$ cat config.mk
export PLATFORM = sky130hd
export DESIGN_NAME = ysyx_22041207_pipe_ctrl
export DESIGN_NICKNAME = d
export VERILOG_FILES = /design/src/rtl/ysyx_22041207_pipe_ctrl.sv
export SDC_FILE = /design/constraint.sdc
export NUM_CORES = 1
export LEC_CHECK = 0
export ABC_AREA = 1
export ABC_CLOCK_PERIOD_IN_PS = 2200
export CAP_MARGIN = 20
export CORE_ASPECT_RATIO = 1.4
export CORE_MARGIN = 1.5
export CORE_UTILIZATION = 34
export DETAILED_ROUTE_END_ITERATION = 7
export HOLD_SLACK_MARGIN = 0.12
export PLACE_DENSITY = 0.53
export RECOVER_POWER = 25
export SLEW_MARGIN = 20
export SYNTH_ARGS = -nofsm -noshare
export SYNTH_HDL_FRONTEND = slang
export SYNTH_SLANG_ARGS = --single-unit
$ cat constraint.sdc
create_clock -name clk -period 2.2 [get_ports clk]
set_input_delay 0.33 -clock clk [delete_from_list [all_inputs] [get_ports clk]]
set_output_delay 0.33 -clock clk [all_outputs]
set_load 0.005 [all_outputs]
$ cat src/rtl/ysyx_22041207_pipe_ctrl.sv
// Pipeline hazard/sequencing controller: load-use stalls, EX redirect flushes,
// and a memory-wait FSM that freezes the pipe while a data access is outstanding.
module ysyx_22041207_pipe_ctrl #(
    parameter int MEM_TIMEOUT = 64,
    parameter int CNT_W       = 32
) (
    input  logic             clk,
    input  logic             rst,
    input  logic [4:0]       id_rs1,
    input  logic [4:0]       id_rs2,
    input  logic             id_use_rs1,
    input  logic             id_use_rs2,
    input  logic             ex_load,
    input  logic [4:0]       ex_rwaddr,
    input  logic             ex_redirect,
    input  logic             me_mem_req,
    input  logic             dmem_ack,
    output logic             pc_hold,
    output logic             if_id_stall,
    output logic             if_id_flush,
    output logic             id_ex_stall,
    output logic             id_ex_bubble,
    output logic             ex_me_stall,
    output logic             me_wb_bubble,
    output logic             mem_timeout,
    output logic [CNT_W-1:0] cnt_loaduse,
    output logic [CNT_W-1:0] cnt_redirect,
    output logic [CNT_W-1:0] cnt_memwait
);

    typedef enum logic {
        IDLE,
        MEM_WAIT
    } state_t;

    state_t      state;
    state_t      next_state;
    logic [15:0] wait_cnt;
    logic [15:0] wait_cnt_next;
    logic        timeout_hit;
    logic        lu;
    logic        ms;
    logic        redirect_act;
    logic        loaduse_act;

    // x0 is hardwired to zero, so a load targeting it can never create a hazard
    assign lu = ex_load && (ex_rwaddr != 5'd0) &&
                ((id_use_rs1 && (id_rs1 == ex_rwaddr)) ||
                 (id_use_rs2 && (id_rs2 == ex_rwaddr)));

    assign ms = (state == MEM_WAIT) || (me_mem_req && !dmem_ack);
    assign redirect_act = !ms && ex_redirect;
    assign loaduse_act  = !ms && !ex_redirect && lu;

    always_comb begin
        pc_hold      = 1'b0;
        if_id_stall  = 1'b0;
        if_id_flush  = 1'b0;
        id_ex_stall  = 1'b0;
        id_ex_bubble = 1'b0;
        ex_me_stall  = 1'b0;
        me_wb_bubble = 1'b0;
        if (ms) begin
            pc_hold      = 1'b1;
            if_id_stall  = 1'b1;
            id_ex_stall  = 1'b1;
            ex_me_stall  = 1'b1;
            me_wb_bubble = 1'b1;
        end else if (ex_redirect) begin
            if_id_flush  = 1'b1;
            id_ex_bubble = 1'b1;
        end else if (lu) begin
            pc_hold      = 1'b1;
            if_id_stall  = 1'b1;
            id_ex_bubble = 1'b1;
        end
    end

    // The counter includes the IDLE cycle that launched the wait, hence the +1 look-ahead
    always_comb begin
        next_state    = state;
        wait_cnt_next = wait_cnt;
        timeout_hit   = 1'b0;
        case (state)
            IDLE: begin
                if (me_mem_req && !dmem_ack) begin
                    next_state    = MEM_WAIT;
                    wait_cnt_next = 16'd1;
                end
            end
            MEM_WAIT: begin
                if (dmem_ack) begin
                    next_state    = IDLE;
                    wait_cnt_next = 16'd0;
                end else if (({1'b0, wait_cnt} + 17'd1) >= 17'(MEM_TIMEOUT)) begin
                    next_state    = IDLE;
                    wait_cnt_next = 16'd0;
                    timeout_hit   = 1'b1;
                end else begin
                    wait_cnt_next = wait_cnt + 16'd1;
                end
            end
            default: begin
                next_state    = IDLE;
                wait_cnt_next = 16'd0;
            end
        endcase
    end

    always_ff @(posedge clk) begin
        if (rst) begin
            state    <= IDLE;
            wait_cnt <= 16'd0;
        end else begin
            state    <= next_state;
            wait_cnt <= wait_cnt_next;
        end
    end

    always_ff @(posedge clk) begin
        if (rst) begin
            mem_timeout  <= 1'b0;
            cnt_loaduse  <= '0;
            cnt_redirect <= '0;
            cnt_memwait  <= '0;
        end else begin
            if (timeout_hit) mem_timeout <= 1'b1;
            if (ms && (cnt_memwait != '1)) cnt_memwait <= cnt_memwait + CNT_W'(1);
            if (redirect_act && (cnt_redirect != '1)) cnt_redirect <= cnt_redirect + CNT_W'(1);
            if (loaduse_act && (cnt_loaduse != '1)) cnt_loaduse <= cnt_loaduse + CNT_W'(1);
        end
    end

endmodule

=== After elaboration in Yosys (flattened, before gate mapping) ===
Index checks and enable logic that the tools add are counted.

* Bits in registers: 114
* Word-level logic and storage cells: 55
* Bits of input ports: 23
* Output and inout bits: 104

* Bitwise gates (word level): 1
* Equality and inequality tests: 6
* Reduce and logical (&&, ||, !) cells: 17
* Add/subtract/negate cells: 5
* Muxes and demuxes: 19
* Order comparisons: 1

{| class="wikitable"
|+ Operators by type and width
! operator !! count
|-
| $add A32 B1 Y32 const B || 3
|-
| $ne A32 B32 Y1 const B || 3
|-
| $mux W16 || 3
|-
| $pmux W16 S2 || 1
|-
| $add A16 B1 Y17 const B || 1
|-
| $ge A17 B7 Y1 const B || 1
|-
| $add A16 B1 Y16 const B || 1
|-
| $mux W1 || 14
|-
| $logic_and A1 B1 Y1 || 11
|-
| $eq A5 B5 Y1 || 2
|-
| $reduce_bool A5 Y1 || 1
|-
| $logic_not A1 Y1 || 3
|-
| $logic_or A1 B1 Y1 || 2
|-
| $ne A2 B2 Y1 const B || 1
|-
| $pmux W1 S2 || 1
|-
| $not A1 Y1 || 1
|}

=== Longest topological paths before layout ===
Gate-level depths: netlist (run 1).

* Word-level depth: 7
* Gate-level depth with buffers: 13
* Mapped depth without buffers: 12

=== Worst setup path before layout (run 1) ===
Ideal clock, no wire load.

* Kind: reg-to-reg
* From: register cnt_memwait[0]
* To: register cnt_memwait[24]
* Library setup time: 115 ps
* Cell stages (with the launch flop): 12
* Clock period less this slack: 1793 ps
* Slack: 407 ps
* Data arrival time: 1678 ps
* Path through: dfxtp_1 > ha_1 > nand3_2 > nor2_4 > nand3_2 > nor2_2 > nand4_2 > nand2_4 > inv_4 > buf_2 > a21oi_1 > nor2_1

* Word-level cells in the longest chain between the ends: 2

{| class="wikitable"
|+ Ends and longest elaborated chain
! item !! RTL line !! RTL
|-
| start: declaration || 28 || <nowiki>output logic [CNT_W-1:0] cnt_memwait</nowiki>
|-
| start signal: assignment || 128 || <nowiki>if (ms && (cnt_memwait != '1)) cnt_memwait <= cnt_memwait + CNT_W'(1);</nowiki>
|-
| branches (longest 2 deep; another with $add A32 B1 Y32) || - ||
|}

Several ways; the timed one is not identified.
A chain may end at the register's enable or synchronous reset.

=== Final worst setup path (run 1) ===
* From: input port dmem_ack
* To: output port ex_me_stall

* Word-level cells in the longest chain between the ends: 4

{| class="wikitable"
|+ Ends and longest elaborated chain
! item !! RTL line !! RTL
|-
| start: declaration || 17 || <nowiki>input logic dmem_ack,</nowiki>
|-
| $logic_not A1 Y1 || 51 || <nowiki>assign ms = (state == MEM_WAIT) || (me_mem_req && !dmem_ack);</nowiki>
|-
| $logic_and A1 B1 Y1 || 51 ||
|-
| $logic_or A1 B1 Y1 || 51 ||
|-
| $mux W1 || 63 || <nowiki>if (ms) begin</nowiki>
|-
| end: declaration || 23 || <nowiki>output logic ex_me_stall,</nowiki>
|}

Every way passes these cells.

==> run_results.csv, run 1 <==
group,metric,value,unit
synthesis,synth_top_family_by_area,"simple AND/OR/NAND/NOR gates",
clock_network,cts_buffer_depth,2,
pwr,internal-power,0.00404,W
final_layout,n_antenna_cell,0,
drt,routed_wl,21400,µm
timing,grt_setup_unrepaired,"true",
drt,drt-initial-drc-count,388,
global_route,grt_overflow,0,
critical_path,cpMostUsedCell,"clkdlybuf4s50_1",
pwr,irDropWorstVdd,474,µV
critical_path,slowest_stage,"clkdlybuf4s50_1",
placed_design,dp_hpwl,16400,µm
final_layout,fin_area,9510,µm²
floorplanning,start_util,34.7,%
synthesis,synth_area_leaders,"dfxtp_1, nand2_1, nor2_1",
pwr,power.switching,0.00118,W
pwr,power_frac_comb,6.4,%
synthesis,ys_ff_latch,114,
timing,report.final.slew_viol_count,0,
clock_network,cts_tree,"built",
synthesis,synth_cell_type_count,36,
synthesis,synth_cells,1078,
pwr,p_leak,3.55,nW
timing,setup_violations,0,
clock_network,clock_latency,0.43,ns
global_route,grt_max_degree,44,
flow_run,maxCapViolations,0,
critical_path,worstPathMaxFanout,14,
synthesis,syn_avg_cell_area,6.39,µm²
global_route,grt_pass1_vias,7192,
global_route,antenna_found_initial,0,
synthesis,synth_xor_area_share,6.23,%
placed_design,port_buffers,126,
final_layout,area_growth,38.0,%
drt,via_per_inst,4.94,
drt,via_count,7511,
final_layout,drive_above_1_share,12.0,%
global_route,grt_use_total,21.2,%
synthesis,synth_warnings,0,
clock_network,htreeDepth,4,
critical_path,path_cells,"clkdlybuf4s50_1, inv_1, nand2_2, nand2_4, buf_6, clkdlybuf4s50_1",
run_status,status,"finished, final reports clean",
timing,tightest_slew,0.509,ns
timing,finalHoldViolCount,0,
hold_path,hold_path_class,"in2reg",
floorplanning,die_y,171,µm
placed_design,dp_slack,-0.292,ns
synthesis,synth-async-reset-ratio,0,%
placed_design,dpl_cell_area,8880,µm²
pwr,power_frac_seq,39.9,%
critical_path,crit_path_start_kind,"primary input",
floorplanning,top_level_ports,127,
pwr,clkPwrFrac,53.7,%
floorplanning,core_area,19800,µm²
timing,period_minus_slack,2.09,ns
clock_network,cts_sinks,114,
clock_network,cts_setup_buffers,0,
timing,worst_slack,0.112,ns
clock_network,clk_pin_slew,0.06,ns
synthesis,yosysSeqAreaShare,33.1,%
synthesis,synth_top_area_cell,"dfxtp_1",
drt,ant_nets,0,
timing,fin_tns_setup,0,ns
drt,drtPass1Iterations,5,
timing,finClkSkew,0.0140,ns
critical_path,arrival,1.76,ns
floorplanning,fp.dieW,123,µm
critical_path,endpoint_kind,"output port",
synthesis,syn_nets,1105,
clock_network,cts-hold-fix-buffers,0,
floorplanning,rows,61,
timing,slew-limit-headroom,66.1,%
synthesis,synth_top_cell_area_share,33.1,%
critical_path,r2r_setup_slack,0.18,ns
placed_design,place_congestion,0.842,
drt,wl_per_cell,14.1,µm
floorplanning,die_area,21100,µm²
critical_path,required,1.87,ns
synthesis,synth_edf_count,0,
synthesis,synthFlopType,"dfxtp_1",
synthesis,synth-compound-area-share,9.08,%
critical_path,cp_slowest_stage_delay,0.52,ns
timing,finalCritPeriodShare,94.9,%
synthesis,synth_fa_ha_area_share,0.726,%
critical_path,critPathKind,"in2out",
clock_network,clockRootBuffer,"clkbuf_16",
timing,max_freq,0.479,GHz
pwr,cellPowerDensity,549,nW/µm²
final_layout,nets,1285,
synthesis,netlist_area,6890,µm²
synthesis,yosys.area_share.simple,42.8,%
drt,drc_errors,0,
clock_network,cts_made_buffers,17,
global_route,grt_pass1_wl,35300,µm
synthesis,synth_mux_area_share,0,%
pwr,swShare,22.6,%
[power by group through the flow]
stage	logic, W	clock network (W)	registers [W]
6_report	0.000334	0.00280	0.00208
5_1_grt	0.000368	0.00296	0.00208
4_1_cts	0.000335	0.00287	0.00208
3_5_place_dp	0.000336	0	0.00213
3_3_place_gp	0.000339	0	0.00213
2_1_floorplan	0.000166	0	0.00213
[timing repair]
| item | in CTS | in global routing |
|---|---|---|
| gates resized for setup | 8 | 16 |
| pin swaps | 1 | 0 |
| endpoints found under the setup margin | 7 | 13 |
[routing by layer]
metal / vias up / routed length [µm] / track usage, %
met1: 3444 / 8870 / 23.9
met4: 0 / 425 / 6.75
met3: 31 / 870 / 4.44
li1: 3866 / - / -
met5: - / 0 / 0
met2: 170 / 11300 / 39.1
[logic make-up (layout without fill, tap and decap cells)]
| kind of cell | Yosys count | count (layout) |
|---|---|---|
| xor gates and xnor gates | 49 | 49 |
| and+or+nand+nor | 658 | 658 |
| AOI/OAI and AO/OA | 121 | 121 |
| buffers and inverters | 132 | 323 |
| adders and majority gates | 4 | 4 |
| DFF | 114 | 114 |
[placed cells by master, fill, tap and decap left out, types with 35 or more instances in the layout]
cell             netlist  layout
a21oi_1               82      82
dlygate4sd3_1          0      42
clkdlybuf4s50_1        0      77
dfxtp_1              114     114
inv_1                 92      91
nand4_1               35      35
buf_4                  7      55
nor2_1               135     133
nand2_1              323     319
nor3_1                57      57
nand3_1               56      56
[worst paths after layout]
check,start,endpoint,cells after the start
min,rst,cnt_redirect[10],5
min reg2reg,cnt_memwait[15],cnt_memwait[15],2
max reg2reg,cnt_memwait[0],cnt_memwait[20],12
max,dmem_ack,ex_me_stall,6
[through the flow]
stage / hold WS (ns) / instances / utilization [%] / power (W)
2_1_floorplan: 0.450 / 1078 / - / 0.00230
3_3_place_gp: 0.476 / 1491 / 44.8 / 0.00247
5_1_grt: 0.435 / 1521 / 47.9 / 0.00542
6_report: 0.433 / 1521 / 47.9 / 0.00522
4_1_cts: 0.410 / 1521 / 47.7 / 0.00529
3_5_place_dp: 0.484 / 1491 / 44.8 / 0.00246
[cell usage after synthesis, types with 4 or more instances]
library cell and number:
a21oi_1 82, buf_2 8, buf_4 7, clkbuf_1 13, dfxtp_1 114, ha_1 4
inv_1 92, inv_2 8, nand2_1 323, nand2_2 4, nand3_1 56, nand3_2 6
nand4_1 35, nor2_1 135, nor2_2 9, nor2_4 7, nor3_1 57, nor3_2 7
nor3b_1 4, nor4_1 5, o21ai_0 27, o21ai_1 4, xnor2_1 15, xor2_1 34
[layout make-up]
type | instances | area [µm²]
Multi-Input combinational cell | 832 | 4090
Tap cell | 252 | 315
Timing Repair Buffer | 192 | 1850
Clock buffer | 19 | 453
Inverter | 101 | 384
Fill cell | 2118 | 10300
Sequential cell | 114 | 2280
Clock inverter | 11 | 138
[flip-flops by register name (all words and copies together) (netlist names)]
name          count
cnt_memwait      32
cnt_loaduse      32
wait_cnt         16
state             1
cnt_redirect     32
mem_timeout       1
[critical path: cells and delay by family]
kind                   cells  cell delay [ns]
buffers and inverters      4             1.23
AND/OR/NAND/NOR            2             0.19
Note: power is estimated with default switching activity, not from simulation.
==> run 2, diff against run 1 <==
--- a/config.mk
+++ b/config.mk
@@ -6,14 +6,14 @@
 export NUM_CORES = 1
 export LEC_CHECK = 0
 export ABC_AREA = 1
-export ABC_CLOCK_PERIOD_IN_PS = 2200
+export ABC_CLOCK_PERIOD_IN_PS = 1700
 export CAP_MARGIN = 20
 export CORE_ASPECT_RATIO = 1.4
 export CORE_MARGIN = 1.5
 export CORE_UTILIZATION = 34
 export DETAILED_ROUTE_END_ITERATION = 7
 export HOLD_SLACK_MARGIN = 0.12
-export PLACE_DENSITY = 0.53
+export PLACE_DENSITY = 0.55
 export RECOVER_POWER = 25
 export SLEW_MARGIN = 20
 export SYNTH_ARGS = -nofsm -noshare
==> constraint.sdc (replaced) <==
create_clock -name clk -period 1.7 [get_ports clk]
set_input_delay 0.255 -clock clk [delete_from_list [all_inputs] [get_ports clk]]
set_output_delay 0.255 -clock clk [all_outputs]
set_load 0.005 [all_outputs]
==> run 2 against run 1 <==
The run now ends with setup timing left. Critical path type is now reg2reg. Worst hold slack got worse by 0.15 ns. Non-clock buffer count rose by 206. Critical endpoint is now cnt_memwait[28]. Critical path depth rose by 7. Core utilization rose by 16 points. Setup slack got worse by 0.24 ns. Sequential share of layout area fell by 5.4 points.
==> run_results.csv, run 2 (same netlist as run 1, synthesis figures left out) <==
group,metric,value,unit
clock_network,clockRootBuffer,"clkbuf_16",
placed_design,place_congestion,0.841,
timing,period_minus_slack,1.83,ns
placed_design,port_buffers,126,
clock_network,clk_pin_slew,0.06,ns
pwr,irDropWorstVdd,650,µV
clock_network,cts_tree,"built",
drt,drt-initial-drc-count,470,
run_status,violations,"setup timing",
global_route,grt_overflow,0,
pwr,p_leak,5.63,nW
floorplanning,top_level_ports,127,
clock_network,cts_sinks,114,
critical_path,crit_buf_inv,3,
floorplanning,rows,61,
drt,via_per_inst,5.04,
critical_path,cp_slowest_stage_delay,0.35,ns
placed_design,post-place-cells,1640,
critical_path,crit_path_start_kind,"register",
critical_path,arrival,2.15,ns
critical_path,worstReg2RegStart,"cnt_memwait[0]",
floorplanning,die_y,171,µm
floorplanning,fp.dieW,123,µm
final_layout,layout_common_cells,"nand2_1, buf_4, nor2_1",
critical_path,endpoint_kind,"register",
drt,wl_per_cell,15.2,µm
timing,report.final.slew_viol_count,0,
timing,finalHoldViolCount,0,
critical_path,r2r_setup_slack,-0.13,ns
final_layout,nFillCells,1708,
timing,tightest_slew,0.509,ns
clock_network,clock_latency,0.42,ns
final_layout,drive_above_1_share,41.3,%
timing,finalCritPeriodShare,108,%
drt,routed_wl,26400,µm
critical_path,path_cells,"ha_4, nand3_4, nor2_4, buf_6, nand2_4, nor2_4, inv_4, nor2_4, inv_2, nor3_4, nand4_1, nand2_1, nor2_1",
global_route,grt_use_total,22.6,%
pwr,cellPowerDensity,566,nW/µm²
final_layout,area_growth,84.7,%
drt,drtPass1Iterations,5,
critical_path,slowest_stage,"dfxtp_4",
global_route,grt_pass1_vias,8076,
final_layout,reg.largest.list,"cnt_loaduse x32, cnt_memwait x32, cnt_redirect x32",
final_layout,n_antenna_cell,0,
critical_path,required,2.02,ns
placed_design,dp_slack,-0.659,ns
clock_network,htreeDepth,4,
final_layout,nets,1492,
global_route,grt_pass1_wl,37700,µm
drt,ant_nets,0,
critical_path,crit_family,"simple AND/OR/NAND/NOR gates",
critical_path,r2r-end,"cnt_memwait[28]",
placed_design,dp_hpwl,17300,µm
timing,finClkSkew,0.0104,ns
timing,grt_setup_unrepaired,"true",
timing,setup_violations,45,
timing,slew-limit-headroom,66.0,%
clock_network,cts_buffer_depth,2,
clock_network,cts_made_buffers,17,
timing,worst_slack,-0.131,ns
final_layout,layout_commonest_cell,"nand2_1",
critical_path,ff2ff_path_depth,13,
flow_run,maxCapViolations,0,
timing,max_freq,0.546,GHz
floorplanning,start_util,34.7,%
run_status,status,"finished with violations",
drt,drc_errors,0,
hold_path,hold_path_class,"in2reg",
critical_path,cpMostUsedCell,"nor2_4",
floorplanning,core_area,19800,µm²
final_layout,fin_cells,1730,
hold_path,hold_depth,3,
drt,via_count,8716,
hold_path,hold_path.startpoint,"me_mem_req",
final_layout,post-route-util,64.1,%
global_route,grt_max_degree,74,
floorplanning,die_area,21100,µm²
global_route,antenna_found_initial,0,
hold_path,hold_end,"state",
critical_path,critPathKind,"reg2reg",
critical_path,worstPathMaxFanout,3,
[run 2: changes by cell type in the layout (fill, tap and decap cells not counted), sizes merged, moves of 2 or more]
cell / change
clkinv: -2
clkbuf: +22
dlygate4sd3: -42
dlymetal6s2s: +14
clkdlybuf4s50: +2
clkdlybuf4s15: +2
buf: +195
clkdlybuf4s25: +6
dlygate4sd2: +13
[run 2: layout make-up]
cell class	instances	area, µm²	area share, %
clock buffer	25	537	4.22
clock inverter	7	92.6	0.728
inverter	101	417	3.27
multi-input combinational	832	5230	41.1
sequential	114	2360	18.6
tap	252	315	2.48
timing repair buffer	398	3770	29.6
timing repair inverter	1	6.26	0.0492
[run 2: power by group]
| group | switching (W) | internal, W |
|---|---|---|
| sequential | 0.0000143 | 0.00268 |
| clock | 0.00134 | 0.00248 |
| combinational | 0.000351 | 0.000343 |
[run 2: metal layers]
metal	wire, µm	GRT usage, %	part of all wire (%)
met1	10100	23.7	38
met2	14300	44.1	54
met3	1020	4.14	3.9
met4	939	7.80	3.6
met5	0	0	0
[run 2: per-stage QoR]
| step | TNS (ns) | hold slack, ns | total power (W) | cell area (µm²) |
|---|---|---|---|---|
| floorplan | 0 | 0.419 | 0.00298 | 6960 |
| global placement | -33.31 | 0.452 | 0.00322 | 10100 |
| detailed placement | -35.82 | 0.464 | 0.00322 | 10100 |
| CTS | -0.913 | 0.261 | 0.00707 | 11000 |
| global route | -10.51 | 0.293 | 0.00741 | 12700 |
| finish | -2.09 | 0.278 | 0.00720 | 12700 |
[run 2: worst register-to-register path, delay by kind of cell, from the launching register on]
| family | cells | cell delay, ns |
|---|---|---|
| and+or+nand+nor | 9 | 1.00 |
| DFF | 1 | 0.35 |
| buffers and inverters | 3 | 0.25 |
| adders and majority gates | 1 | 0.15 |
[run 2: worst max-delay path by stage]
stage          cells after the start            from              end  slack, ns
3_3_place_gp                      10    ex_rwaddr[0]          pc_hold      -0.65
5_1_grt                           13  cnt_memwait[0]  cnt_memwait[28]      -0.24
3_5_place_dp                      10    ex_rwaddr[0]      if_id_stall      -0.66
6_report                          13  cnt_memwait[0]  cnt_memwait[28]      -0.13
2_1_floorplan                     11  cnt_memwait[0]   cnt_memwait[0]     0.0009
4_1_cts                           12  cnt_memwait[1]  cnt_memwait[28]      -0.10
[run 2: repair_timing]
item / in CTS / in global routing
setup endpoints to repair: 87 / 131
resized for setup: 121 / 349
setup buffers: 13 / 34
gates cloned: 0 / 13
pin swaps: 26 / 79
hold buffers: 0 / 0
hold endpoints to repair: 0 / 0
==> run 3, diff against run 2 <==
--- a/config.mk
+++ b/config.mk
@@ -8,12 +8,14 @@
 export ABC_AREA = 1
 export ABC_CLOCK_PERIOD_IN_PS = 1700
 export CAP_MARGIN = 20
+export CELL_PAD_IN_SITES_DETAIL_PLACEMENT = 1
+export CELL_PAD_IN_SITES_GLOBAL_PLACEMENT = 1
 export CORE_ASPECT_RATIO = 1.4
 export CORE_MARGIN = 1.5
-export CORE_UTILIZATION = 34
+export CORE_UTILIZATION = 33
 export DETAILED_ROUTE_END_ITERATION = 7
 export HOLD_SLACK_MARGIN = 0.12
-export PLACE_DENSITY = 0.55
+export PLACE_DENSITY = 0.73
 export RECOVER_POWER = 25
 export SLEW_MARGIN = 20
 export SYNTH_ARGS = -nofsm -noshare
==> run 3 against run 2 <==
The flow still finishes with violations (setup timing). Die area up 3.0%. Cell count up 2.3%. Wire length up 60%. Core utilization up 1.4 points. Non-clock buffer count up 36. Flip-flop and latch count unchanged. Clock power up 8.9%. Worst hold slack better by 0.0032 ns. Register-to-register slack worse by 0.35 ns. Setup slack worse by 0.35 ns. Clock skew about the same. Critical path type unchanged.
==> run_results.csv, run 3 (same netlist as run 1, synthesis figures left out) <==
group,metric,value,unit
hold_path,hold_end,"state",
drt,wl_per_cell,23.9,µm
clock_network,cts_tree,"built",
critical_path,critPathKind,"reg2reg",
timing,setup_violations,115,
pwr,power_frac_comb,10.2,%
clock_network,cts_buffer_depth,2,
final_layout,fin_cells,1769,
placed_design,port_buffers,126,
final_layout,multi_input_area,5510,µm²
final_layout,layout_common_cells,"nand2_1, buf_4, nor2_1",
pwr,swShare,25.2,%
floorplanning,die_y,174,µm
critical_path,arrival,2.53,ns
pwr,power_frac_seq,35.3,%
floorplanning,fp.dieW,125,µm
timing,slew-limit-headroom,56.3,%
global_route,grt_pass1_vias,9921,
drt,routed_wl,42200,µm
critical_path,r2r_setup_slack,-0.48,ns
final_layout,area_growth,94.7,%
timing,finClkSkew,0.0101,ns
critical_path,worstReg2RegStart,"cnt_memwait[15]",
final_layout,register_area,2400,µm²
pwr,power,0.00762,W
clock_network,clockRootBuffer,"clkbuf_16",
final_layout,drive_above_1_share,48.2,%
timing,finalHoldViolCount,0,
pwr,clkPwrFrac,54.5,%
final_layout,layout_commonest_cell,"nand2_1",
final_layout,fin_area,13400,µm²
clock_network,clk_pin_slew,0.06,ns
clock_network,htreeDepth,4,
critical_path,ff2ff_path_depth,11,
run_status,status,"finished with violations",
timing,period_minus_slack,2.18,ns
timing,report.final.slew_viol_count,0,
floorplanning,die_area,21800,µm²
final_layout,nets,1528,
global_route,grt_overflow,0,
final_layout,post-route-util,65.5,%
timing,finalCritPeriodShare,128,%
run_status,violations,"setup timing",
global_route,antenna_found_initial,0,
drt,via_per_inst,5.66,
timing,max_freq,0.458,GHz
timing,worst_slack,-0.481,ns
floorplanning,core_area,20500,µm²
pwr,internal-power,0.00569,W
critical_path,endpoint_kind,"register",
clock_network,cts_sinks,114,
global_route,grt_max_degree,48,
drt,drtPass1Iterations,5,
timing,tightest_slew,0.655,ns
drt,drt-initial-drc-count,579,
drt,ant_nets,0,
final_layout,n_antenna_cell,0,
timing,hold_slack,0.282,ns
pwr,power.switching,0.00192,W
critical_path,worstPathMaxFanout,6,
clock_network,clock_latency,0.44,ns
critical_path,crit_path_start_kind,"register",
floorplanning,top_level_ports,127,
floorplanning,start_util,33.6,%
final_layout,nFillCells,2398,
drt,drc_errors,0,
final_layout,reg.largest.list,"cnt_loaduse x32, cnt_memwait x32, cnt_redirect x32",
clock_network,cts_made_buffers,17,
pwr,p_leak,5.97,nW
timing,grt_setup_unrepaired,"true",
placed_design,dpl_cell_area,10100,µm²
drt,via_count,10000,
global_route,grt_use_total,27.7,%
placed_design,post-place-cells,1653,
floorplanning,rows,62,
global_route,grt_pass1_wl,48700,µm
placed_design,dp_hpwl,20300,µm
critical_path,r2r-end,"cnt_memwait[1]",
clock_network,cts-hold-fix-buffers,0,
hold_path,hold_depth,3,
pwr,irDropWorstVdd,808,µV
flow_run,maxCapViolations,0,
placed_design,place_congestion,0.863,
pwr,cellPowerDensity,568,nW/µm²
critical_path,required,2.05,ns
hold_path,hold_path.startpoint,"me_mem_req",
hold_path,hold_path_class,"in2reg",
==> run 3: stage by stage <==
step                      setup TNS (ns)  setup slack, ns
after global placement            -34.14           -0.634
after detailed placement          -41.83           -0.659
after floorplan                        0         0.000912
after CTS                         -0.955          -0.0979
final                             -17.71           -0.481
after global routing              -24.69           -0.539
==> run 3: per-layer routing <==
layer	vias to the layer above	GRT usage [%]	part of all wire, %
met5	-	0	0
met2	475	55.1	54
met1	4957	27.2	35
met3	232	4.62	4.1
li1	4352	-	-
met4	0	13.4	6.8
==> run 3: worst max-delay path by stage <==
stage	from	to	slack, ns	cells past startpoint
final	cnt_memwait[15]	cnt_memwait[1]	-0.48	11
after CTS	cnt_memwait[0]	cnt_memwait[28]	-0.1	13
after global routing	cnt_memwait[15]	cnt_memwait[1]	-0.54	11
after floorplan	cnt_memwait[0]	cnt_memwait[0]	0.0009	11
after detailed placement	ex_rwaddr[3]	pc_hold	-0.66	10
after global placement	ex_rwaddr[3]	if_id_stall	-0.63	10
==> run 3: final cells by class <==
type                    instances  share of cell area, %
flip-flops and latches        114                   17.9
well taps                     256                   2.39
inverters                     101                   3.11
clock buffers                  21                   3.43
multi-input cells             832                   41.1
repair inverters                1                 0.0466
clock inverters                10                   1.36
repair buffers                434                   30.7
==> run 3: worst max-delay path: stages, from the launching register on <==
cell	delay (ns)
dfxtp_1	0.39
inv_1	0.09
nor3_1	0.31
nand2_1	0.19
nor2_4	0.19
nand4_4	0.14
nand2_8	0.15
buf_12	0.12
buf_6	0.10
clkbuf_16	0.16
o21ai_2	0.06
a21oi_1	0.18
==> run 3: power by group through the flow <==
stage               sequential (W)  clock [W]  combinational (W)
detailed placement         0.00276          0           0.000485
floorplan                  0.00276          0           0.000219
finish                     0.00269    0.00415           0.000774
global placement           0.00276          0           0.000473
CTS                        0.00270    0.00409           0.000559
global route               0.00269    0.00425           0.000805
==> run 3: repair_timing <==
| action | 4_1_cts | 5_1_grt |
|---|---|---|
| cloned | 2 | 6 |
| buffers inserted | 32 | 50 |
| endpoints found under the setup margin | 126 | 137 |
| gates resized for setup | 212 | 391 |
| pin swaps | 63 | 114 |
